File: config.mk
export PLATFORM = sky130hd
export DESIGN_NAME = md_unit
export DESIGN_NICKNAME = d
export VERILOG_FILES = /design/src/rtl/md_unit.sv
export SDC_FILE = /design/constraint.sdc
export NUM_CORES = 2
export LEC_CHECK = 0
export BUFFER_PORTS_ARGS = -buffer_cell sky130_fd_sc_hd__buf_4
export CAP_MARGIN = 20
export CORE_MARGIN = 2
export CORE_UTILIZATION = 50
export CTS_CLUSTER_SIZE = 25
export DETAILED_ROUTE_END_ITERATION = 10
export PLACE_DENSITY_LB_ADDON = 0.15
export SYNTH_ARGS = -nofsm -noshare
export SYNTH_HDL_FRONTEND = slang
export SYNTH_SLANG_ARGS = --single-unit
File: constraint.sdc
create_clock -name clk -period 20.9 [get_ports clk]
set_input_delay 4.18 -clock clk [delete_from_list [all_inputs] [get_ports clk]]
set_output_delay 4.18 -clock clk [all_outputs]
set_load 0.02 [all_outputs]
File: src/rtl/md_unit.sv
// md_unit - multi-cycle multiply/divide unit owning the HI/LO registers.
//
// Executes mult/multu (MUL_CYCLES busy cycles + 1 writeback cycle),
// div/divu (radix-2 restoring, WIDTH iterations + 1 writeback cycle)
// and the single-cycle mthi/mtlo moves. HI/LO change only at accept
// (mthi/mtlo) or at the end of a mul/div.
//
// Optional feature macro: MDU_CANCEL_EN
//   defined   - cancel aborts an in-flight op (HI/LO keep old values) and
//               blocks an accept presented in the same cycle.
//   undefined - cancel is ignored.
//
// Ports
//   clk       in   rising-edge clock
//   reset     in   asynchronous active-low reset
//   md_valid  in   EX-stage instruction valid
//   md_func   in   0 none, 1 mthi, 2 mtlo, 3 mul, 4 div, 5-7 none
//   md_sign   in   1 signed, 0 unsigned
//   md_a      in   rs operand (dividend / multiplicand / move data)
//   md_b      in   rt operand (divisor / multiplier)
//   cancel    in   abort in-flight op (only with MDU_CANCEL_EN)
//   hi, lo    out  HI/LO registers
//   busy      out  registered, high while a mul/div is in flight
//
// state  | meaning
// S_IDLE | waiting; mthi/mtlo/mul/div accepted here
// S_MUL  | multiply latency countdown
// S_DIV  | one restoring-divide iteration per cycle
// S_DONE | sign fixup and HI/LO writeback, busy falls
module md_unit #(
  parameter int WIDTH      = 32,
  parameter int MUL_CYCLES = 4
) (
  input  logic             clk,
  input  logic             reset,
  input  logic             md_valid,
  input  logic [2:0]       md_func,
  input  logic             md_sign,
  input  logic [WIDTH-1:0] md_a,
  input  logic [WIDTH-1:0] md_b,
  input  logic             cancel,
  output logic [WIDTH-1:0] hi,
  output logic [WIDTH-1:0] lo,
  output logic             busy
);

  localparam int CNT_MAX = (WIDTH > MUL_CYCLES) ? WIDTH : MUL_CYCLES;
  localparam int CW      = $clog2(CNT_MAX) + 1;

  typedef enum logic [1:0] {S_IDLE, S_MUL, S_DIV, S_DONE} state_t;

  state_t           state_q;
  logic [CW-1:0]    cnt_q;
  // a_q: multiplicand, or dividend magnitude that shifts into the quotient
  logic [WIDTH-1:0] a_q;
  logic [WIDTH-1:0] b_q;
  logic [WIDTH-1:0] rem_q;
  logic             sign_q;
  logic             is_div_q;
  logic             qneg_q;
  logic             rneg_q;
  logic [WIDTH-1:0] hi_q;
  logic [WIDTH-1:0] lo_q;
  logic             busy_q;

  logic cancel_w;
`ifdef MDU_CANCEL_EN
  assign cancel_w = cancel;
`else
  logic unused_cancel;
  assign unused_cancel = cancel;
  assign cancel_w      = 1'b0;
`endif

  logic             a_neg_d;
  logic             b_neg_d;
  logic [WIDTH-1:0] a_mag_d;
  logic [WIDTH-1:0] b_mag_d;
  logic [WIDTH:0]   shift_d;
  logic [WIDTH:0]   trial_d;
  logic [2*WIDTH-1:0] ext_a_d;
  logic [2*WIDTH-1:0] ext_b_d;
  logic [2*WIDTH-1:0] prod_d;
  logic [WIDTH-1:0] quot_fix_d;
  logic [WIDTH-1:0] rem_fix_d;

  always_comb begin
    a_neg_d = md_sign & md_a[WIDTH-1];
    b_neg_d = md_sign & md_b[WIDTH-1];
    a_mag_d = a_neg_d ? (~md_a + 1'b1) : md_a;
    b_mag_d = b_neg_d ? (~md_b + 1'b1) : md_b;
    // Partial remainder never exceeds the divisor, so bit WIDTH of the
    // trial difference is a clean borrow flag (also holds for divisor 0).
    shift_d = {rem_q, a_q[WIDTH-1]};
    trial_d = shift_d - {1'b0, b_q};
    // Sign-extended operands multiplied modulo 2^(2W) give the signed product.
    ext_a_d = {{WIDTH{sign_q & a_q[WIDTH-1]}}, a_q};
    ext_b_d = {{WIDTH{sign_q & b_q[WIDTH-1]}}, b_q};
    prod_d  = ext_a_d * ext_b_d;
    quot_fix_d = qneg_q ? (~a_q + 1'b1) : a_q;
    rem_fix_d  = rneg_q ? (~rem_q + 1'b1) : rem_q;
  end

  always_ff @(posedge clk or negedge reset) begin
    if (!reset) begin
      state_q  <= S_IDLE;
      cnt_q    <= '0;
      a_q      <= '0;
      b_q      <= '0;
      rem_q    <= '0;
      sign_q   <= 1'b0;
      is_div_q <= 1'b0;
      qneg_q   <= 1'b0;
      rneg_q   <= 1'b0;
      hi_q     <= '0;
      lo_q     <= '0;
      busy_q   <= 1'b0;
    end else begin
      case (state_q)
        S_IDLE: begin
          if (md_valid && !cancel_w) begin
            case (md_func)
              3'd1: hi_q <= md_a;
              3'd2: lo_q <= md_a;
              3'd3: begin
                a_q      <= md_a;
                b_q      <= md_b;
                sign_q   <= md_sign;
                is_div_q <= 1'b0;
                cnt_q    <= CW'(MUL_CYCLES - 1);
                busy_q   <= 1'b1;
                state_q  <= S_MUL;
              end
              3'd4: begin
                a_q      <= a_mag_d;
                b_q      <= b_mag_d;
                rem_q    <= '0;
                sign_q   <= md_sign;
                qneg_q   <= a_neg_d ^ b_neg_d;
                rneg_q   <= a_neg_d;
                is_div_q <= 1'b1;
                cnt_q    <= CW'(WIDTH - 1);
                busy_q   <= 1'b1;
                state_q  <= S_DIV;
              end
              default: ;
            endcase
          end
        end
        S_MUL: begin
          if (cancel_w) begin
            busy_q  <= 1'b0;
            state_q <= S_IDLE;
          end else if (cnt_q == '0) begin
            state_q <= S_DONE;
          end else begin
            cnt_q <= cnt_q - CW'(1);
          end
        end
        S_DIV: begin
          if (cancel_w) begin
            busy_q  <= 1'b0;
            state_q <= S_IDLE;
          end else begin
            a_q   <= {a_q[WIDTH-2:0], ~trial_d[WIDTH]};
            rem_q <= trial_d[WIDTH] ? shift_d[WIDTH-1:0] : trial_d[WIDTH-1:0];
            if (cnt_q == '0) state_q <= S_DONE;
            else             cnt_q   <= cnt_q - CW'(1);
          end
        end
        S_DONE: begin
          if (!cancel_w) begin
            if (is_div_q) begin
              hi_q <= rem_fix_d;
              lo_q <= quot_fix_d;
            end else begin
              hi_q <= prod_d[2*WIDTH-1:WIDTH];
              lo_q <= prod_d[WIDTH-1:0];
            end
          end
          busy_q  <= 1'b0;
          state_q <= S_IDLE;
        end
        default: begin
          busy_q  <= 1'b0;
          state_q <= S_IDLE;
        end
      endcase
    end
  end

  assign hi   = hi_q;
  assign lo   = lo_q;
  assign busy = busy_q;

endmodule

==> results_dict.tcl <==
set metrics [dict create \
    status "finished, final reports clean" \
    mostFrequentLayoutCell "sky130_fd_sc_hd__inv_1" \
    worst_skew_pair.late_latency_ps 510 \
    yosysUniqueCellTypes 79 \
    floorplan.initialDensity_pct 50.40 \
    end_kind "flip-flop" \
    ctsLongestPathBuffers 2 \
    cts-buffers-inserted 17 \
    synthFlopType "sky130_fd_sc_hd__dfrtp_1" \
    timing.critical_path.required_ps 21270 \
    tritoncts "built" \
    final_setup_tns_ps 0 \
    synthDominantCellAreaShare_pct 44.66 \
    drt_wl_total_um 157700 \
    regToRegEndpoint "hi[28]" \
    r2r_slack_ps 10880 \
    dr.first_iter.drc_count 2976 \
    library_cell_contributing_the_largest_single_delay_on_the_critical_path "sky130_fd_sc_hd__fa_1" \
    fmax_ghz 0.09983 \
    cts.htree.levels 4 \
    grt_antenna_before_repair 11 \
    final.setup_skew_ps 17.08 \
    crit_fanout 40 \
    hp-start "cnt_q[0]" \
    maxCapViolations 0 \
    synthesis.area_per_instance_um2 8.681 \
    finalNetCount 7172 \
    synthToLayoutAreaGrowth_pct 5.335 \
    reg2regPathDepth 28 \
    die_y_um 321.7 \
    synth-edff-count 0 \
    ys_top_cells_by_area "sky130_fd_sc_hd__fa_1 (45%), sky130_fd_sc_hd__inv_1 (8.8%), sky130_fd_sc_hd__dfrtp_1 (8.6%)" \
    post-cts-setup-buffers 0 \
    drive_gt1_share_pct 5.355 \
    worstPathArrival_ps 10390 \
    critical_path.startpoint_type "flip-flop" \
    seq_area_frac_synth_pct 8.577 \
    crit_start "a_q[31]" \
    setup_viol_count_final 0 \
    yosysWarningCount 0 \
    synthesis.instances 5814 \
    fp-row-count 116 \
    grt_pass1_vias 41370 \
    crit_path_frequent_cell "sky130_fd_sc_hd__fa_1" \
    rsz0062_at_grt "no" \
    port-buffer-count 135 \
    class_of_the_tightest_hold_or_removal_check "flip-flop to flip-flop" \
    largest_net_degree_at_the_start_of_global_routing 74 \
    tritoncts_num_sinks 173 \
    syn-cell-area_um2 50470 \
    hold_violations 0 \
    overall_die_width_um 321.7 \
    cts.clk_slew.worst_paths_ps 90 \
    cts.hold.buffers_added 0 \
    tightest_slew_ps 1071 \
    pre_repair_dr_iteration_count 7 \
    worst_setup_path_endpoint "hi[28]" \
    detail_route.drc_violations 0 \
    coreArea_um2 100100 \
    slew-limit-headroom_pct 28.58 \
    drt-wirelength-per-cell_um 22.43 \
    synth_largest_area_cell "sky130_fd_sc_hd__fa_1" \
    place.gp.congestion 0.9319 \
    post_cts.resized_instances 0 \
    first_pass_grt_wire_length_um 247400 \
    postSynthRegisterBits 173 \
    clock_tree.root_cell "sky130_fd_sc_hd__clkbuf_16" \
    period_minus_slack_ps 10020 \
    layout_worst_path_cycle_share_pct 47.93 \
    most_used_cells_in_the_layout_excluding_fill_and_tap_cells "sky130_fd_sc_hd__inv_1 (1183), sky130_fd_sc_hd__fa_1 (1126), sky130_fd_sc_hd__nand2_1 (986)" \
    globalRoute.totalOverflow 0 \
    worst_path_largest_cell_delay_ps 950 \
    hpwlAfterDp_um 124800 \
    crit-reg2reg-launch "a_q[31]" \
    timing.setup.critical_path_class "flip-flop to flip-flop" \
    vias 39610 \
    synth-async-reset-ratio_pct 100.0 \
    mapped_nets 7266 \
    io_pins 137 \
    drt-vias-per-instance 5.633 \
    die_area_um2 103500 \
    grt_use_total_pct 31.76 \
    maxSlewViolCount 0 \
    route.antenna.remaining_nets 0 \
]
## metrics by stage
stage | setup WS [ps] | utilization (%) | cells | area (um^2) | hold WS (ps)
after CTS | 10850 | 53.05 | 7029 | 53130 | 488.6
after floorplan | 12590 | - | 5814 | 50470 | 444.5
after global routing | 10410 | 53.08 | 7031 | 53160 | 512.9
final | 10880 | 53.09 | 7032 | 53160 | 483.5
after detailed placement | 10850 | 52.46 | 6997 | 52540 | 472.0
after global placement | 10950 | 52.46 | 6997 | 52540 | 465.0
## how the worst min path moves through the flow
stage / end / slack (ps) / cells after the start
2_1_floorplan: cnt_q[0] / 440 / 1
3_3_place_gp: b_q[23] / 460 / 2
3_5_place_dp: lo[9] / 470 / 1
4_1_cts: cnt_q[0] / 490 / 1
5_1_grt: lo[21] / 510 / 1
6_report: cnt_q[0] / 480 / 1
## cell families after synthesis
| logic type | count (synthesis) | synth area share, % |
|---|---|---|
| XOR/XNOR | 207 | 3.592 |
| multiplexers | 37 | 0.7487 |
| buffers and inverters | 1531 | 11.46 |
| AND/OR/NAND/NOR | 1763 | 15.88 |
| AO/OA/AOI/OAI | 723 | 8.786 |
| flip-flops | 173 | 8.577 |
| adder cells (fa/ha/maj) | 1380 | 50.96 |
## registers in the layout, summed over array words and instances, names as in the netlist, 2 cells and up
| name | count |
|---|---|
| b_q | 32 |
| state_q | 2 |
| a_q | 32 |
| hi | 32 |
| cnt_q | 6 |
| rem_q | 32 |
| lo | 32 |
## metal layers
| metal | vias up | global-route usage (%) | part of all wire [%] |
|---|---|---|---|
| met1 | 20470 | 42.44 | 40 |
| met3 | 300 | 5.961 | 8.3 |
| met2 | 1471 | 51.65 | 47 |
| li1 | 17360 | - | - |
| met5 | - | 0 | 0.017 |
| met4 | 4 | 11.70 | 4.1 |
## cells in the mapped netlist (83+ instances only)
master and instances:
sky130_fd_sc_hd__inv_1 1183, sky130_fd_sc_hd__fa_1 1126, sky130_fd_sc_hd__nand2_1 986, sky130_fd_sc_hd__clkbuf_1 307, sky130_fd_sc_hd__and2_1 300, sky130_fd_sc_hd__ha_1 254, sky130_fd_sc_hd__o21ai_0 219, sky130_fd_sc_hd__nor2_1 218
sky130_fd_sc_hd__a21oi_1 186, sky130_fd_sc_hd__dfrtp_1 173, sky130_fd_sc_hd__xnor2_1 124, sky130_fd_sc_hd__xor2_1 83
## critical path: cells and delay by family, from the launching register on
kind	cells	cell delay [ps]
simple gates	3	1170
fa+ha+maj	9	4860
flops	1	330
buf+inv	8	1600
compound gates	7	1620
mux	1	280
## cell type report
class | instances | area, um^2
tap | 1298 | 1624
clock buffer | 19 | 442.9
timing repair buffer | 232 | 1768
multi-input combinational | 4110 | 40400
antenna | 1 | 2.502
clock inverter | 13 | 146.4
fill | 9408 | 46980
inverter | 1186 | 4452
sequential | 173 | 4334
Power is left out: the tool's default activity adds up to more than one toggle a clock period on the data nets, which glitch-free logic cannot reach.
